`src/rtl/lock_controller.sv`:
```
// lock_controller: sequences a keypad code checker into a door lock with unlock hold,
// entry timeout and failure lockout. Define LOCK_ALARM_EN to build the alarm output.
module lock_controller #(
    parameter int DIGITS         = 4,
    parameter int MAX_FAILS      = 3,
    parameter int UNLOCK_CYCLES  = 50,
    parameter int LOCKOUT_CYCLES = 200,
    parameter int TIMEOUT_CYCLES = 100
) (
    input  logic                           clk,
    input  logic                           reset,
    input  logic                           key_valid,
    input  logic                           code_ok,
    output logic                           kp_enable,
    output logic                           kp_clear,
    output logic                           unlock,
    output logic                           alarm,
    output logic [$clog2(MAX_FAILS+1)-1:0] fail_cnt,
    output logic                           busy
);

    localparam int FW       = $clog2(MAX_FAILS + 1);
    localparam int DW       = $clog2(DIGITS + 1);
    localparam int T_MAX_UL = (UNLOCK_CYCLES > LOCKOUT_CYCLES) ? UNLOCK_CYCLES : LOCKOUT_CYCLES;
    localparam int T_MAX    = (T_MAX_UL > TIMEOUT_CYCLES) ? T_MAX_UL : TIMEOUT_CYCLES;
    localparam int TW       = $clog2(T_MAX + 1);

    localparam logic [DW-1:0] DIGIT_FINAL  = DW'(DIGITS - 1);
    localparam logic [FW-1:0] FAIL_FINAL   = FW'(MAX_FAILS - 1);
    localparam logic [FW-1:0] FAIL_SAT     = FW'(MAX_FAILS);
    localparam logic [TW-1:0] TIMEOUT_LAST = TW'(TIMEOUT_CYCLES - 1);
    localparam logic [TW-1:0] UNLOCK_LAST  = TW'(UNLOCK_CYCLES - 1);
    localparam logic [TW-1:0] LOCKOUT_LAST = TW'(LOCKOUT_CYCLES - 1);

    typedef enum logic [2:0] {
        IDLE,
        ENTRY,
        CHECK,
        UNLOCKED,
        LOCKOUT
    } state_t;

    state_t          state, state_next;
    logic [DW-1:0]   digit_cnt, digit_next;
    logic [TW-1:0]   timer, timer_next;
    logic [FW-1:0]   fail_next;
    logic            clear_next;

    // NOTE: every register updates with <= so all of them see the same pre-edge values.
    always_ff @(posedge clk or negedge reset) begin
        if (!reset) begin
            state     <= IDLE;
            digit_cnt <= '0;
            timer     <= '0;
            fail_cnt  <= '0;
            kp_clear  <= 1'b0;
            busy      <= 1'b0;
        end else begin
            state     <= state_next;
            digit_cnt <= digit_next;
            timer     <= timer_next;
            fail_cnt  <= fail_next;
            kp_clear  <= clear_next;
            busy      <= (state != IDLE);
        end
    end

    // NOTE: every output of this block gets a default first, so no path infers a latch.
    always_comb begin
        state_next = state;
        digit_next = digit_cnt;
        timer_next = timer;
        fail_next  = fail_cnt;
        clear_next = 1'b0;
        kp_enable  = 1'b0;
        unlock     = 1'b0;

        case (state)
            IDLE: begin
                kp_enable = 1'b1;
                if (key_valid) begin
                    digit_next = DW'(1);
                    timer_next = '0;
                    state_next = (DIGITS == 1) ? CHECK : ENTRY;
                end
            end

            ENTRY: begin
                kp_enable = 1'b1;
                // A digit on the timeout cycle takes priority over abandoning the entry.
                if (key_valid) begin
                    digit_next = digit_cnt + DW'(1);
                    timer_next = '0;
                    if (digit_cnt == DIGIT_FINAL) begin
                        state_next = CHECK;
                    end
                end else if (timer == TIMEOUT_LAST) begin
                    state_next = IDLE;
                    digit_next = '0;
                    timer_next = '0;
                    clear_next = 1'b1;
                end else begin
                    timer_next = timer + TW'(1);
                end
            end

            CHECK: begin
                digit_next = '0;
                timer_next = '0;
                clear_next = 1'b1;
                if (code_ok) begin
                    fail_next  = '0;
                    state_next = UNLOCKED;
                end else if (fail_cnt >= FAIL_FINAL) begin
                    fail_next  = FAIL_SAT;
                    state_next = LOCKOUT;
                end else begin
                    fail_next  = fail_cnt + FW'(1);
                    state_next = IDLE;
                end
            end

            UNLOCKED: begin
                unlock = 1'b1;
                if (timer == UNLOCK_LAST) begin
                    timer_next = '0;
                    state_next = IDLE;
                end else begin
                    timer_next = timer + TW'(1);
                end
            end

            LOCKOUT: begin
                if (timer == LOCKOUT_LAST) begin
                    timer_next = '0;
                    fail_next  = '0;
                    state_next = IDLE;
                end else begin
                    timer_next = timer + TW'(1);
                end
            end

            default: begin
                state_next = IDLE;
            end
        endcase
    end

`ifdef LOCK_ALARM_EN
    logic fail_flag;

    // One-cycle pulse in the cycle after a rejected code; lockout holds the alarm on.
    always_ff @(posedge clk or negedge reset) begin
        if (!reset) begin
            fail_flag <= 1'b0;
        end else begin
            fail_flag <= (state == CHECK) && !code_ok;
        end
    end

    assign alarm = fail_flag || (state == LOCKOUT);
`else
    assign alarm = 1'b0;
`endif

endmodule
```
`config.mk`:
```
export PLATFORM = sky130hd
export DESIGN_NAME = lock_controller
export DESIGN_NICKNAME = d
export VERILOG_FILES = /design/src/rtl/lock_controller.sv
export SDC_FILE = /design/constraint.sdc
export NUM_CORES = 1
export LEC_CHECK = 0
export BUFFER_PORTS_ARGS = -buffer_cell sky130_fd_sc_hd__buf_2
export CORE_MARGIN = 2
export CORE_UTILIZATION = 39
export CTS_CLUSTER_SIZE = 30
export DETAILED_ROUTE_END_ITERATION = 10
export GPL_ROUTABILITY_DRIVEN = 0
export HOLD_SLACK_MARGIN = 0.12
export PLACE_DENSITY_LB_ADDON = 0.3
export SYNTH_ARGS = -nofsm -noshare
export SYNTH_HDL_FRONTEND = slang
export SYNTH_SLANG_ARGS = --single-unit
```
`constraint.sdc`:
```
create_clock -name clk -period 2.6 [get_ports clk]
set_input_delay 0 -clock clk [delete_from_list [all_inputs] [get_ports clk]]
set_output_delay 0 -clock clk [all_outputs]
set_load 0.01 [all_outputs]
```
==> results.md, run 1 <==
* Outcome: finished, final reports clean
* Die area at 3540 sq um
* Core area at 2978 sq um
* CP max stage delay at 0.57 ns
* Crit end category: register
* Setup violators final at 0
* Initial core utilization at around two fifths
* Grt peak-use layer: met2
* Leak at a little under 0.6 nW
* Ranking of synthesized cells by area: dfrtp_1 (38%), ha_1 (4.2%), nor4b_4 (4.0%)
* Post-CTS setup buffer count at 0
* First-pass GRT wire length at 4.043 mm
* Number of antenna-violating nets in the routed design at 0
* Simple logic cell fraction of the synthesized area at 28.33%
* Syn_area_per_cell at about 9.1 sq um
* RSZ-0062 raised after global routing: no
* Antenna violations before repair at 0
* Layout area overhead at 10.21%
* Highest clock rate at 491.4 MHz
* Yosys top cell by area: dfrtp_1
* Vias per std cell at 5.644
* Util after Layout at 44.45%
* M2 GR Usage at 24.18%
* Clock tree sinks at 18
* Mux cell area share after synthesis at 4.271%
* Fin nets at 150
* Worst Hold Class: in -> async
* CTS root buffer: clkbuf_4
* Fillers at 289
* Met3 Use GR at 3.275%
* Placed wire-length estimate at 1.739 mm
* Worst slew margin at between 60% and 70%
* Total power at 1.186 mW
* Clk Latency, worst-skew pair at approximately 0.30 ns
* Seq/Total Area, Yosys at between 30% and 40%
* # IOs at 11
* Yosys top cell area share at between 30% and 40%
* CP top delay family: simple AND/OR/NAND/NOR gates
* Clk_skew at slightly below 0.005 ns
* H-tree depth at 1
* Die Ht at 59.50 um
* GR Overflow Total at 0
* Largest family of logic cells by synthesized area: simple AND/OR/NAND/NOR gates
* CP Launch Type: register
* Mapped Area at 1201 sq um
* Slowest-stage cell, CP: nor4_1
* Num CTS Buffers at 3
* Tot GR Track Use at between 10% and 20%
* Period minus WS final at around 2.0 ns
* Largest net degree at the start of global routing at 19
* Mapped Cells at approximately 130
* CTS tree: yes
* Number of global-route vias before repair at 878
* # diodes at 0
* Yosys reg bits at 18
* Post-CTS Resized at 0
* Row count at 20
* Post-Synth XOR/XNOR Area at less than 1%
* Buf/Inv on CP at 0
* Iteration-0 DRC Markers at 39
* Fraction of layout cells with a size suffix above 1 at 16.31%
* Via count at between 900 and 1000
* Post-Route WL at 2.473 mm
* Pins over their slew limit at 0
* Pwr dens at 896.1 nW/um^2
* Post-Syn Nets at 140
* Maximum clock path buffer count at 2
* Critical path class: reg -> reg
* Crit path max fanout at 6
* Clk slew on worst S/H paths at 0.11 ns
* Data required time at the worst endpoint at 2.76 ns
* Cell chain of the critical path: ha_1 > and3b_1 > a21boi_1 > nor4_1 > nor3_1
* Peak VDD IR at 0.0004679 V
* Final period util at 78.27%
* Port Buffers at 9
* DR DRC count at 0
* Post-synthesis compound-gate area fraction at 19.37%
* Met1 usage at 20.38%
* Hold-fix buffers, CTS at 3
* Setup TNS at 0 ns
* Data arrival, critical path at around 2.2 ns
* Die Width at 59.50 um
* Worst Tran Pin Value at 0.5542 ns
* Final hold violation count at 0
* Yosys warns at 0
* Synth Area in Adders at 4.167%
* Synth unique cells at 42
* DR WL/cell at about 14 um
* DRT Pass-1 Iters at 4
* Max-cap violations at 0
==> metrics by stage <==
| step | worst slack, ns | instances | cell area (sq um) | hold slack [ns] |
|---|---|---|---|---|
| 4_1_cts | 0.5870 | 174 | 1324 | 0.1676 |
| 5_1_grt | 0.4551 | 174 | 1324 | 0.1600 |
| 2_1_floorplan | 0.7706 | 132 | 1201 | -0.2956 |
| 3_5_place_dp | 0.5945 | 167 | 1257 | -0.03845 |
| 6_report | 0.5649 | 174 | 1324 | 0.1488 |
| 3_3_place_gp | 0.6066 | 167 | 1257 | -0.04610 |
==> where the power goes <==
group | switching (mW) | internal, mW
clock network | 0.0916 | 0.0854
registers | 0.118 | 0.362
logic | 0.274 | 0.255
==> worst reg2reg max path, cell delays in order, from the launching register on <==
cell and delay, ns:
dfrtp_1 0.42, ha_1 0.25, and3b_1 0.32, a21boi_1 0.21, nor4_1 0.57, nor3_1 0.13
==> layout make-up <==
| class | count | area, sq um | share of cell area, % |
|---|---|---|---|
| clock buffers | 4 | 36.28 | 2.741 |
| inverters | 7 | 26.28 | 1.985 |
| multi-input cells | 99 | 686.9 | 51.89 |
| flip-flops and latches | 18 | 450.4 | 34.03 |
| well taps | 33 | 41.29 | 3.119 |
| repair buffers | 13 | 82.58 | 6.238 |
==> cells in the mapped netlist <==
cell / n
nand2b_1: 1
a21o_1: 2
o32ai_1: 1
nor2b_1: 4
and3_1: 2
o22ai_1: 2
xnor2_1: 1
nor2_1: 9
a31oi_1: 4
and4bb_2: 1
or4b_1: 1
and3b_1: 2
a21oi_1: 4
o41ai_1: 2
a21boi_1: 1
o21ai_0: 8
conb_1: 1
a21boi_0: 1
or4_1: 1
nand3b_1: 2
mux2_1: 1
nor3_1: 8
nand3_1: 4
o21a_1: 1
a31o_2: 3
nand2_1: 12
nor3b_1: 3
nor4_1: 1
dfrtp_1: 18
or3_1: 1
ha_1: 4
buf_4: 1
buf_2: 3
inv_1: 7
or2_2: 1
a21oi_2: 1
mux2i_1: 4
nor4b_4: 2
a41oi_4: 1
clkbuf_1: 4
a2bb2oi_1: 1
nand4_1: 1
==> cells by family after synthesis <==
family                   Yosys count
XOR/XNOR                           1
buffers and inverters             15
other                              1
flip-flops                        18
adder cells (fa/ha/maj)            4
multiplexers                       5
AND/OR/NAND/NOR                   56
AO/OA/AOI/OAI                     32
==> layer usage <==
layer  up-vias  wire length, um  share of wire (%)
met5         -                0                  0
met4         0               23               0.93
met3         2              107                4.3
met2        26             1166                 47
met1       455             1176                 48
li1        499                -                  -
==> path summary, 6_finish.rpt <==
kind | to | cells after the start | start | slack (ns)
max in group asynchronous | timer[3] | 2 | reset | 2.16
worst min-delay path | digit_cnt[1] | 2 | reset | 0.15
worst max-delay path | timer[3] | 5 | timer[0] | 0.56
worst max register to register | timer[3] | 5 | timer[0] | 0.56
worst min register to register | timer[1] | 2 | timer[1] | 0.57
min in group clk | timer[1] | 2 | timer[1] | 0.57
==> flip-flops by register name, indices dropped and copies added, names as in the netlist <==
register   flops
busy           1
kp_clear       1
fail_cnt       2
digit_cnt      3
timer          8
state          3
==> cells in the final DEF, fill, tap and decap left out, types with 2 or more instances in the layout <==
master	n
and3b_1	2
mux2i_1	4
nand3b_1	2
a21o_1	2
dlygate4sd3_1	3
and3_1	2
clkbuf_4	3
a31oi_1	4
nor3_1	8
dfrtp_1	18
a21oi_1	4
nor3b_1	3
nor2b_1	4
ha_1	4
o41ai_1	2
nand2_1	12
nor2_1	9
inv_1	7
nand3_1	4
o21ai_0	8
buf_2	9
nor4b_4	2
a31o_2	3
o22ai_1	2
(Power assumes the default switching activity.)
==> inputs of run 2 (changes only) <==
==> constraint.sdc (replaced) <==
create_clock -name clk -period 1.95 [get_ports clk]
set_input_delay 0 -clock clk [delete_from_list [all_inputs] [get_ports clk]]
set_output_delay 0 -clock clk [all_outputs]
set_load 0.01 [all_outputs]
==> run 2 against run 1 <==
Effect of this change: die area did not move; first-iteration DRC count increased by 18%; setup slack lost 0.46 ns; highest routed layer unchanged; final area increased by 10%; register-to-register slack worse by 0.46 ns; critical path depth is 1 lower; non-clock buffer count grew 19; final cell count rose by 10%; routed wire length increased by 8.0%; flip-flop and latch count unchanged; sequential share of layout area shrank 3.0 points.
==> results.md, run 2 (same netlist as run 1, synthesis figures left out) <==
* # diodes at 0 (unchanged)
* Cell chain of the critical path: nor4b_4 > a41oi_4 > nor4b_4 > mux2_1
* Data required time at the worst endpoint at 2.13 ns (-0.63 ns)
* R2R Setup Slk at 0.10 ns (-0.46 ns)
* Max FFs per register at 8 (unchanged)
* Clk_skew at 0.003652 ns (-0.001184 ns)
* Reg power frac at 34.1% (-6.3 points)
* Peak VDD IR at 0.0004767 V (+1.9%)
* Layout area overhead at 21.35%
* CP Launch Type: register
* Initial core utilization at 40.34% (unchanged)
* Fillers at 285 (-1.4%)
* Die Width at 59.50 um (unchanged)
* Iteration-0 DRC Markers at 46 (+18%)
* Number of global-route vias before repair at 1050 (+20%)
* Clk slew on worst S/H paths at 0.10 ns (about the same)
* Maximum clock path buffer count at 2 (unchanged)
* Setup violators final at 0 (unchanged)
* Max-cap violations at 0 (unchanged)
* Clock power frac at 10.9% (-4.0 points)
* Setup WS post-layout at 0.1009 ns (-0.4640 ns)
* H-tree depth at 1 (unchanged)
* Data arrival, critical path at 2.03 ns (-0.17 ns)
* Net Sw Power at 661.3 uW (+37%)
* Outcome: finished, final reports clean
* Leak at 0.6752 nW (+16%)
* DRT Pass-1 Iters at 4 (unchanged)
* CTS root buffer: clkbuf_4
* Highest clock rate at 540.8 MHz (+10%)
* CTS tree: yes
* Row count at 20 (unchanged)
* Place WS at 0.08550 ns (-0.5090 ns)
* Pins over their slew limit at 0 (unchanged)
* Tot GR Track Use at 17.17% (+1.7 points)
* Final hold violation count at 0 (unchanged)
* Inst Count DP at 185 (+11%)
* Die area at 3540 sq um (unchanged)
* Vias per std cell at 5.677 (+0.59%)
* Switching Share at 39.45% (-1.3 points)
* Pwr dens at 1150 nW/um^2 (+28%)
* Total power at 1.676 mW (+41%)
* Num CTS Buffers at 3 (unchanged)
* Worst Hold Class: in -> async
* Setup TNS at 0 ns (unchanged)
* # IOs at 11 (unchanged)
* Largest regs: timer x8, digit_cnt x3, state x3
* Final period util at 94.83% (+17 points)
* Via count at 1090 (+11%)
* Fraction of layout cells with a size suffix above 1 at 27.04% (+11 points)
* Multi-input gate area at 690.7 sq um (+0.55%)
* First-pass GRT wire length at 4.540 mm (+12%)
* Core area at 2978 sq um (unchanged)
* Reg with most FFs: timer
* Most frequent CP cell: nor4b_4
* Port Buffers at 9 (unchanged)
* Period minus WS final at 1.849 ns (-0.1860 ns)
* Hold WS at 0.1668 ns (+0.01795 ns)
* R2r endpoint: state[0]
* Placed wire-length estimate at 2.036 mm (+17%)
* Buf/Inv on CP at 0 (unchanged)
* Post-Route WL at 2.670 mm (+8.0%)
* CP max stage delay at 0.45 ns (-0.12 ns)
* Commonest non-fill, non-tap cell in the layout: buf_4
* Die Ht at 59.50 um (unchanged)
* Crit path max fanout at 5 (-1)
* Crit end category: register
* Number of antenna-violating nets in the routed design at 0 (unchanged)
* Slowest-stage cell, CP: dfrtp_2
* RR Startpoint: timer[7]
* Critical path class: reg -> reg
* Most frequent cells in the layout: buf_4 (20), dfrtp_1 (17), nand2_1 (12)
* Antenna violations before repair at 0 (unchanged)
* DR WL/cell at 13.91 um (-2.2%)
* DR DRC count at 0 (unchanged)
* Dpl cell area at 1393 sq um (+11%)
* GR Overflow Total at 0 (unchanged)
* Logic pwr share at 54.9% (+10 points)
* RSZ-0062 raised after global routing: no
* Util after Layout at 48.95% (+4.5 points)
* CP top delay family: simple AND/OR/NAND/NOR gates
* Clk Latency, worst-skew pair at 0.29 ns (about the same)
* Clock tree sinks at 18 (unchanged)
* Fin cells at 192 (+10%)
* Fin nets at 169 (+13%)
* Int Power at 1.015 mW (+44%)
* FF-to-FF path depth at 4 (-1)
* Register area at 451.7 sq um (+0.28%)
* Largest net degree at the start of global routing at 19 (unchanged)
* Design area at 1458 sq um (+10%)
-- run 2: cell types whose count changed in the layout (fill, tap and decap cells not counted), sizes merged --
cell,change
buf,+19
clkbuf,-1
-- run 2: what timing repair did --
item	in CTS	in global routing
hold endpoints to repair	24	0
hold buffers	3	0
endpoints found under the setup margin	0	4
gates resized for setup	0	2
buffers inserted	0	1
-- run 2: layout make-up --
class,instances,area share [%]
well taps,33,2.833
clock buffers,3,1.545
flip-flops and latches,18,30.99
inverters,7,1.803
multi-input cells,99,47.38
repair buffers,32,15.45
-- run 2: worst reg2reg max path: stages (launching register included) --
cell	delay, ns
dfrtp_2	0.45
nor4b_4	0.43
a41oi_4	0.23
nor4b_4	0.29
mux2_1	0.35
-- run 2: routing by layer --
layer	global-route usage [%]	routed length [um]	vias up
li1	-	-	538
met4	9.524	87	0
met3	2.183	119	11
met1	21.25	1170	507
met5	0	0	-
met2	28.73	1293	34
-- run 2: power by group through the flow --
stage	Sequential (mW)	Combinational (mW)	Clock (mW)
after floorplan	0.593	0.567	0
after global placement	0.578	0.884	0
after detailed placement	0.582	0.906	0
after CTS	0.574	0.916	0.196
after global routing	0.591	1.04	0.211
final	0.572	0.921	0.183
-- run 2: worst max path at each step --
| stage | from | endpoint | slack (ns) | depth (start not counted) |
|---|---|---|---|---|
| detailed placement | state[2] | timer[6] | 0.09 | 5 |
| global route | timer[7] | state[0] | 0.03 | 4 |
| finish | timer[7] | state[0] | 0.10 | 4 |
| floorplan | timer[2] | state[0] | 0.12 | 4 |
| CTS | state[2] | timer[6] | 0.05 | 5 |
| global placement | timer[7] | state[0] | 0.12 | 4 |
